===== src/rtl/ysyx_22050039_ifu_fetch_if.sv =====
// Fetch-stage bundle: instruction-memory request/response, the {inst, pc} channel
// to decode, and the redirect/flush inputs from the back end.
interface ysyx_22050039_ifu_fetch_if #(
  parameter int XLEN     = 64,
  parameter int INST_LEN = 32
);
  logic                mem_req_valid;
  logic                mem_req_ready;
  logic [XLEN-1:0]     mem_req_addr;
  logic                mem_resp_valid;
  logic [INST_LEN-1:0] mem_resp_data;
  logic                inst_valid;
  logic                inst_ready;
  logic [INST_LEN-1:0] inst;
  logic [XLEN-1:0]     pc;
  logic                redirect_valid;
  logic [XLEN-1:0]     redirect_pc;
  logic                flush_valid;
  logic [XLEN-1:0]     flush_pc;

  // The fetch unit is the master of this bundle.
  modport master (
    output mem_req_valid, mem_req_addr, inst_valid, inst, pc,
    input  mem_req_ready, mem_resp_valid, mem_resp_data, inst_ready,
           redirect_valid, redirect_pc, flush_valid, flush_pc
  );

  modport slave (
    input  mem_req_valid, mem_req_addr, inst_valid, inst, pc,
    output mem_req_ready, mem_resp_valid, mem_resp_data, inst_ready,
           redirect_valid, redirect_pc, flush_valid, flush_pc
  );
endinterface


===== src/rtl/ysyx_22050039_ifu_fetch.sv =====
// Instruction fetch stage: owns the fetch PC, issues one word request at a time,
// and hands {inst, pc} to decode; redirect and flush steer the next PC.
module ysyx_22050039_ifu_fetch #(
  parameter int              XLEN     = 64,
  parameter int              INST_LEN = 32,
  parameter logic [XLEN-1:0] RESET_PC = 64'h8000_0000
) (
  input logic                       clk,
  input logic                       rst,
  ysyx_22050039_ifu_fetch_if.master bus
);

  localparam logic [1:0] S_BOOT = 2'd0;
  localparam logic [1:0] S_REQ  = 2'd1;
  localparam logic [1:0] S_WAIT = 2'd2;
  localparam logic [1:0] S_HOLD = 2'd3;

  logic [1:0]          r_state;
  logic [XLEN-1:0]     r_fetch_pc;
  logic [XLEN-1:0]     r_req_addr;
  logic [XLEN-1:0]     r_pc;
  logic [INST_LEN-1:0] r_inst;
  logic                r_kill;
  logic                r_inst_valid;

  logic [XLEN-1:0]     w_flush_pc;
  logic [XLEN-1:0]     w_redirect_pc;
  logic [XLEN-1:0]     w_next_pc;

  // Targets are forced word aligned; the sequential successor wraps naturally.
  assign w_flush_pc    = bus.flush_pc & ~XLEN'(3);
  assign w_redirect_pc = bus.redirect_pc & ~XLEN'(3);
  assign w_next_pc     = bus.redirect_valid ? w_redirect_pc : (r_pc + XLEN'(4));

  assign bus.mem_req_valid = (r_state == S_REQ);
  assign bus.mem_req_addr  = r_req_addr;
  assign bus.inst_valid    = r_inst_valid;
  assign bus.inst          = r_inst;
  assign bus.pc            = r_pc;

  // NOTE: state registers use non-blocking assignments so every branch below
  // reads the values from before this edge, independent of statement order.
  always_ff @(posedge clk or negedge rst) begin
    if (!rst) begin
      r_state      <= S_BOOT;
      r_fetch_pc   <= RESET_PC;
      r_req_addr   <= RESET_PC;
      r_pc         <= RESET_PC;
      r_inst       <= '0;
      r_kill       <= 1'b0;
      r_inst_valid <= 1'b0;
    end else begin
      case (r_state)
        S_BOOT: begin
          if (bus.flush_valid) begin
            r_fetch_pc <= w_flush_pc;
            r_req_addr <= w_flush_pc;
          end
          r_state <= S_REQ;
        end
        S_REQ: begin
          // A request already on the bus is never retracted; its response is
          // marked for discard instead.
          if (bus.flush_valid) begin
            r_fetch_pc <= w_flush_pc;
            r_kill     <= 1'b1;
          end
          if (bus.mem_req_ready) r_state <= S_WAIT;
        end
        S_WAIT: begin
          if (bus.flush_valid) begin
            r_fetch_pc <= w_flush_pc;
            if (bus.mem_resp_valid) begin
              r_kill     <= 1'b0;
              r_req_addr <= w_flush_pc;
              r_state    <= S_REQ;
            end else begin
              r_kill <= 1'b1;
            end
          end else if (bus.mem_resp_valid) begin
            if (r_kill) begin
              r_kill     <= 1'b0;
              r_req_addr <= r_fetch_pc;
              r_state    <= S_REQ;
            end else begin
              r_inst       <= bus.mem_resp_data;
              r_pc         <= r_req_addr;
              r_inst_valid <= 1'b1;
              r_state      <= S_HOLD;
            end
          end
        end
        S_HOLD: begin
          if (bus.flush_valid) begin
            r_fetch_pc   <= w_flush_pc;
            r_req_addr   <= w_flush_pc;
            r_inst_valid <= 1'b0;
            r_state      <= S_REQ;
          end else if (bus.inst_ready) begin
            r_fetch_pc   <= w_next_pc;
            r_req_addr   <= w_next_pc;
            r_inst_valid <= 1'b0;
            r_state      <= S_REQ;
          end
        end
        default: r_state <= S_BOOT;
      endcase
    end
  end

endmodule


===== src/flat_wrapper.sv =====
// flat-port wrapper written by rule: the top's interface ports become plain ports
module ysyx_22050039_ifu_fetch_flat 
#(
  parameter int              XLEN     = 64,
  parameter int              INST_LEN = 32,
  parameter logic [XLEN-1:0] RESET_PC = 64'h8000_0000
)
  (clk, rst, bus_mem_req_valid, bus_mem_req_addr, bus_inst_valid, bus_inst, bus_pc, bus_mem_req_ready, bus_mem_resp_valid, bus_mem_resp_data, bus_inst_ready, bus_redirect_valid, bus_redirect_pc, bus_flush_valid, bus_flush_pc);
  ysyx_22050039_ifu_fetch_if #(.XLEN(XLEN), .INST_LEN(INST_LEN)) bus_i ();
  input logic clk;
  input logic rst;
  output wire logic [$bits(bus_i.mem_req_valid)-1:0] bus_mem_req_valid;
  output wire logic [$bits(bus_i.mem_req_addr)-1:0] bus_mem_req_addr;
  output wire logic [$bits(bus_i.inst_valid)-1:0] bus_inst_valid;
  output wire logic [$bits(bus_i.inst)-1:0] bus_inst;
  output wire logic [$bits(bus_i.pc)-1:0] bus_pc;
  input wire logic [$bits(bus_i.mem_req_ready)-1:0] bus_mem_req_ready;
  input wire logic [$bits(bus_i.mem_resp_valid)-1:0] bus_mem_resp_valid;
  input wire logic [$bits(bus_i.mem_resp_data)-1:0] bus_mem_resp_data;
  input wire logic [$bits(bus_i.inst_ready)-1:0] bus_inst_ready;
  input wire logic [$bits(bus_i.redirect_valid)-1:0] bus_redirect_valid;
  input wire logic [$bits(bus_i.redirect_pc)-1:0] bus_redirect_pc;
  input wire logic [$bits(bus_i.flush_valid)-1:0] bus_flush_valid;
  input wire logic [$bits(bus_i.flush_pc)-1:0] bus_flush_pc;
  assign bus_mem_req_valid = bus_i.mem_req_valid;
  assign bus_mem_req_addr = bus_i.mem_req_addr;
  assign bus_inst_valid = bus_i.inst_valid;
  assign bus_inst = bus_i.inst;
  assign bus_pc = bus_i.pc;
  assign bus_i.mem_req_ready = bus_mem_req_ready;
  assign bus_i.mem_resp_valid = bus_mem_resp_valid;
  assign bus_i.mem_resp_data = bus_mem_resp_data;
  assign bus_i.inst_ready = bus_inst_ready;
  assign bus_i.redirect_valid = bus_redirect_valid;
  assign bus_i.redirect_pc = bus_redirect_pc;
  assign bus_i.flush_valid = bus_flush_valid;
  assign bus_i.flush_pc = bus_flush_pc;
  ysyx_22050039_ifu_fetch #(.XLEN(XLEN), .INST_LEN(INST_LEN), .RESET_PC(RESET_PC)) u_core (.clk(clk), .rst(rst), .bus(bus_i));
endmodule

===== config.mk =====
export PLATFORM = sky130hd
export DESIGN_NAME = ysyx_22050039_ifu_fetch_flat
export DESIGN_NICKNAME = d
export VERILOG_FILES = /design/src/rtl/ysyx_22050039_ifu_fetch_if.sv /design/src/rtl/ysyx_22050039_ifu_fetch.sv /design/src/flat_wrapper.sv
export SDC_FILE = /design/constraint.sdc
export NUM_CORES = 1
export LEC_CHECK = 0
export ABC_CLOCK_PERIOD_IN_PS = 2600
export CAP_MARGIN = 20
export CELL_PAD_IN_SITES_DETAIL_PLACEMENT = 1
export CELL_PAD_IN_SITES_GLOBAL_PLACEMENT = 1
export CORE_MARGIN = 2
export CORE_UTILIZATION = 33
export DETAILED_ROUTE_END_ITERATION = 8
export GPL_TIMING_DRIVEN = 0
export HOLD_SLACK_MARGIN = 0.12
export PLACE_DENSITY_LB_ADDON = 0.1
export SLEW_MARGIN = 20
export SYNTH_ARGS = -nofsm -noshare
export SYNTH_HDL_FRONTEND = slang
export SYNTH_SLANG_ARGS = --single-unit

===== constraint.sdc =====
create_clock -name clk -period 2.6 [get_ports clk]
set_input_delay 0.65 -clock clk [delete_from_list [all_inputs] [get_ports clk]]
set_output_delay 0.65 -clock clk [all_outputs]
set_load 0.03 [all_outputs]

Word level (Yosys, flattened, before mapping)
Index checks and enable logic that the tools add are counted.
{"block": "word_totals", "input_bits": 167, "out_inout_bits": 162, "wordCells": 63, "ff_bits": 228}
{"block": "op_classes", "add_sub_neg": 1, "bitwise": 2, "n_eq_ne": 13, "n_mux": 29, "reduce_logical": 11}
{"op": "64-bit two-way mux", "n": 8}
{"op": "64-bit one-hot mux with 3 select lines", "n": 1}
{"op": "64-bit one-hot mux with 2 select lines", "n": 1}
{"op": "64-bit by 3-bit adder with 64-bit output (second input constant)", "n": 1}
{"op": "2-bit two-way mux", "n": 7}
{"op": "5-bit AND reduction", "n": 2}
{"op": "1-bit two-way mux", "n": 9}
{"op": "2-bit inequality test (second input constant)", "n": 4}
{"op": "2-bit one-hot mux with 4 select lines", "n": 1}
{"op": "2-bit by 1-bit inequality test with 1-bit output (second input constant)", "n": 3}
{"op": "3-bit inequality test (second input constant)", "n": 2}
{"op": "3-bit AND reduction", "n": 2}
{"op": "2-bit equality test (second input constant)", "n": 2}
{"op": "1-bit one-hot mux with 2 select lines", "n": 2}
{"op": "4-bit AND reduction", "n": 1}
{"op": "2-bit nonzero test", "n": 2}
{"op": "3-bit by 2-bit inequality test with 1-bit output (second input constant)", "n": 1}
{"op": "3-bit nonzero test", "n": 1}
{"op": "3-bit OR reduction", "n": 1}
{"op": "2-bit by 1-bit equality test with 1-bit output (second input constant)", "n": 1}
{"op": "2-bit logical NOT", "n": 1}
{"op": "1-bit inverter", "n": 2}
{"op": "2-bit AND reduction", "n": 1}

Logic depth before layout (Yosys ltp)
{"block": "logic_depth", "depth_word": 5, "depth_mapped": 11, "depth_no_buf": 8}

Worst setup path before layout
OpenSTA, ideal clock, no wires.
{"block": "synth_timing", "path_type": "register to register", "start": "reg u_core.r_state[0]", "end": "reg u_core.r_inst[25], in the netlist u_core.bus.inst[25]", "synth_period_minus_slack_ps": 2683, "arrival_ps": 2558, "path_slack_ps": -83, "setup_time_ps": 125, "path_stages_with_launch": 11, "t_required_ps": 2475, "path_buffers": 4, "cell_sequence": "dfrtp_1 inv_1 ha_1 clkbuf_1 clkinv_1 nor2_1 and3_1 buf_2 buf_2 buf_1 mux2_2"}
{"block": "synth_between", "elab_chain_cells": 2}
{"item": "start, declared", "line": "ysyx_22050039_ifu_fetch.sv:18", "source": "logic [1:0] r_state;"}
{"item": "start signal, assigned", "line": "ysyx_22050039_ifu_fetch.sv:45", "source": "r_state <= S_BOOT;"}
{"item": "start signal, assigned", "line": "ysyx_22050039_ifu_fetch.sv:59", "source": "r_state <= S_REQ;"}
{"item": "start signal, assigned", "line": "ysyx_22050039_ifu_fetch.sv:68", "source": "if (bus.mem_req_ready) r_state <= S_WAIT;"}
{"item": "2-bit equality test", "line": "ysyx_22050039_ifu_fetch.sv:53", "source": "case (r_state)"}
{"item": "4-bit AND reduction (no line)"}
{"item": "end signal, assigned", "line": "ysyx_22050039_ifu_fetch.sv:86", "source": "r_inst <= bus.mem_resp_data;"}
{"item": "end, declared", "line": "ysyx_22050039_ifu_fetch.sv:22", "source": "logic [INST_LEN-1:0] r_inst;"}
No other way between the ends.
A chain may end at the register's enable or synchronous reset.

Final worst setup path
{"block": "layout_timing", "start": "in bus_inst_ready", "end": "reg u_core.r_fetch_pc[1]"}
{"block": "layout_between", "elab_chain_cells": 2}
{"item": "start, declared", "line": "flat_wrapper.sv:20", "source": "input wire logic [$bits(bus_i.inst_ready)-1:0] bus_inst_ready;"}
{"item": "3-bit inequality test (no line)"}
{"item": "2-bit AND reduction (no line)"}
{"item": "end signal, assigned", "line": "ysyx_22050039_ifu_fetch.sv:56", "source": "r_fetch_pc <= w_flush_pc;"}
{"item": "end signal, assigned", "line": "ysyx_22050039_ifu_fetch.sv:65", "source": "r_fetch_pc <= w_flush_pc;"}
{"item": "end signal, assigned", "line": "ysyx_22050039_ifu_fetch.sv:72", "source": "r_fetch_pc <= w_flush_pc;"}
{"item": "end, declared", "line": "ysyx_22050039_ifu_fetch.sv:19", "source": "logic [XLEN-1:0] r_fetch_pc;"}
No other way between the ends.

==> results.md <==
* CTS clk-pin slew, worst paths at about 0.06 ns
* Area leader, netlist: dfrtp_1
* Filler cell count at roughly 4,100
* Cell Area, Synth at 12,110 um^2
* HPWL after detailed placement at approximately 43,000 um
* Fin area at ~17,000 um^2
* # DRC at 0
* Post-synth EDFFs at 0
* HP Class: in -> async
* # setup viols final at 0
* Ys Warns at 0
* First-pass GRT wire length at approximately 87,000 um
* IO Pins at ~330
* Post-synthesis sequential area ratio at a little under half
* Grt total ovfl at 0
* Via Count at ~12,000
* Number of DRC markers in iteration 0 at 1,004
* Final nets at 1,798
* Syn nets at 1,434
* CTS Buf Count at 29
* Core ar. at approximately 36,000 um^2
* Cell variety after synth at just over 60
* Post-DP Area at around 16,000 um^2
* CTS tree: done
* Critical Path End Type: flip-flop
* Initial antenna violation count at 6
* Synth Area per Inst at 9.600 um^2
* Pwr Density at 1114 nW/um^2
* Period minus WS final at between 2 and 3 ns
* Detailed Route WL at 59,060 um
* DR pass1 iterations at 8
* Final hold vios at 0
* Max-capacitance violation count at 0
* Clock Latency Late Sink at 0.57 ns
* DIE WIDTH at a little under 200 um
* Maximum vdd ir drop at 681.9 uV
* Total GRT Usage at 30.62%
* Clock sinks at roughly 230
* Post-route clock period utilization at 98.24%
* Largest net degree at the start of global routing at 83
* Worst EP arrival at 2.96 ns
* Synth area leaders: dfrtp_1 (47%), mux2_2 (9.5%), nand2_1 (4.3%), o21ai_0 (4.3%), a21oi_1 (4.2%)
* Worst-path fanout max at 10
* Starting Density at approximately a third
* Root Buffer: clkbuf_16
* FP Rows at 70
* Port bufs at 323
* Clock tree buffer depth at 3
* Synth Flop Type: dfrtp_1
* Fmax at 0.3915 GHz
* Top cell type's share of synthesized area at a little under half
* Rel. slew slack at a little under two fifths
* Status: completed
* Post-synth top cells: dfrtp_1 (225), nand2_1 (140), o21ai_0 (103), mux2_2 (102)
* H-tree levels at 1
* Final Max Slew Viols at 0
* Worst EP required at ~3 ns
* Unrepaired setup endpoints after global routing: yes
* Worst Setup Start Kind: primary input
* Post-route antenna net violation count at 0
* Post-layout util at roughly half
* Area delta synth->final at 44.41%
* Cells after synthesis at 1,261
* Vias/cell at approximately 6
* Vias in the first global route at 13,200
* Die ar. at between 30,000 and 40,000 um^2
* Seq cells post-synth at 228
* Ys async rst share at 100.0%
* Slew @ Worst Pin at 0.9328 ns
* Most common cell in the netlist: dfrtp_1
* Placer Congestion at 0.9058
* Share of layout cells above drive strength 1 at between 10% and 20%
* Final Skew at between 0.015 and 0.02 ns
* Die span in y at about 200 um
* WL/cell at ~28 um
* Critical path type: in -> reg
* Leakage at 7.205 nW
## timing repair
action	CTS	global route
endpoints found under the hold margin	15	0
buffers inserted	8	3
hold buffers	1	0
resized for setup	85	72
pin swaps	6	3
setup endpoints to repair	229	118
## worst paths after layout
check                                        start                     to  slack [ns]  depth (start not counted)
max in group asynchronous                      rst  u_core.r_fetch_pc[49]        1.09                          4
min in group clk                u_core.bus.inst[8]     u_core.bus.inst[8]        0.51                          1
worst max-delay path                bus_inst_ready   u_core.r_fetch_pc[1]        0.05                          5
worst min register to register  u_core.bus.inst[8]     u_core.bus.inst[8]        0.51                          1
worst min-delay path                           rst      u_core.bus.pc[10]        0.51                          2
worst max register to register   u_core.r_state[1]  u_core.r_fetch_pc[48]        0.07                          7
## per-stage QoR
| stage | setup WS [ns] | instances | TNS, ns | power (mW) | hold WS, ns |
|---|---|---|---|---|---|
| 2_1_floorplan | 0.02236 | 1261 | 0 | 10.57 | 0.3544 |
| 3_5_place_dp | -1.673 | 2055 | -256.29 | 15.02 | 0.4839 |
| 4_1_cts | 0.01210 | 2112 | 0 | 19.37 | 0.4977 |
| 5_1_grt | -0.03407 | 2117 | -0.1285 | 20.35 | 0.5146 |
| 6_report | 0.04567 | 2117 | 0 | 19.48 | 0.5057 |
| 3_3_place_gp | -9.836 | 2052 | -2479.59 | 14.89 | 0.4628 |
## cell usage in the layout (no fill, tap or decap), types with 31 or more instances in the layout
cell             count
and3_1              31
a21oi_1            101
o21ai_0            103
nand2_1            136
nor2_1              95
xnor2_1             36
mux2_2             102
a221oi_1            37
dfrtp_1            207
clkdlybuf4s50_1    320
## state kept, by name, summed over array words and instances, names as in the netlist
signal                   cells
u_core.bus.inst_valid        1
u_core.r_kill                1
u_core.r_state               2
u_core.r_fetch_pc           64
u_core.bus.inst             32
u_core.bus.mem_req_addr     64
u_core.bus.pc               64
## report_power, final
| group | switching, mW | internal, mW |
|---|---|---|
| clock network | 1.68 | 2.47 |
| registers | 1.41 | 4.78 |
| logic | 5.61 | 3.53 |
| total | 8.70 | 10.8 |
## layout make-up
class	instances	area (um^2)	share of cell area, %
buffer	82	421.7	2.412
timing repair buffer	338	3427	19.60
sequential	228	5732	32.79
multi-input combinational	932	6270	35.86
inverter	14	57.56	0.3292
antenna	2	5.005	0.02863
clock inverter	9	81.33	0.4652
tap	468	585.6	3.350
clock buffer	44	902.1	5.160
## layer usage
layer | vias up | track usage [%] | part of all wire [%]
met2 | 603 | 49.34 | 46
met1 | 6289 | 39.52 | 41
met5 | - | 0 | 0.061
li1 | 5354 | - | -
met4 | 6 | 12.38 | 4.2
met3 | 136 | 7.513 | 8.7
## cell families (layout without fill, tap and decap cells)
logic type               count (synthesis)  count (layout)  synth area share [%]
multiplexers                           125             125                 11.39
other                                    0               2                     0
buffers and inverters                  101             487                 3.307
AO/OA/AOI/OAI                          352             352                 18.10
XOR/XNOR                                55              55                 3.979
AND/OR/NAND/NOR                        394             394                 15.44
flip-flops                             228             228                 47.16
adder cells (fa/ha/maj)                  6               6                0.6201
## worst max-delay path: stages
cell             delay [ns]
clkdlybuf4s50_1        0.65
and2_1                 0.32
nor2_1                 0.54
clkbuf_1               0.58
o21ai_0                0.21
Power figures use the tool's default switching activity.
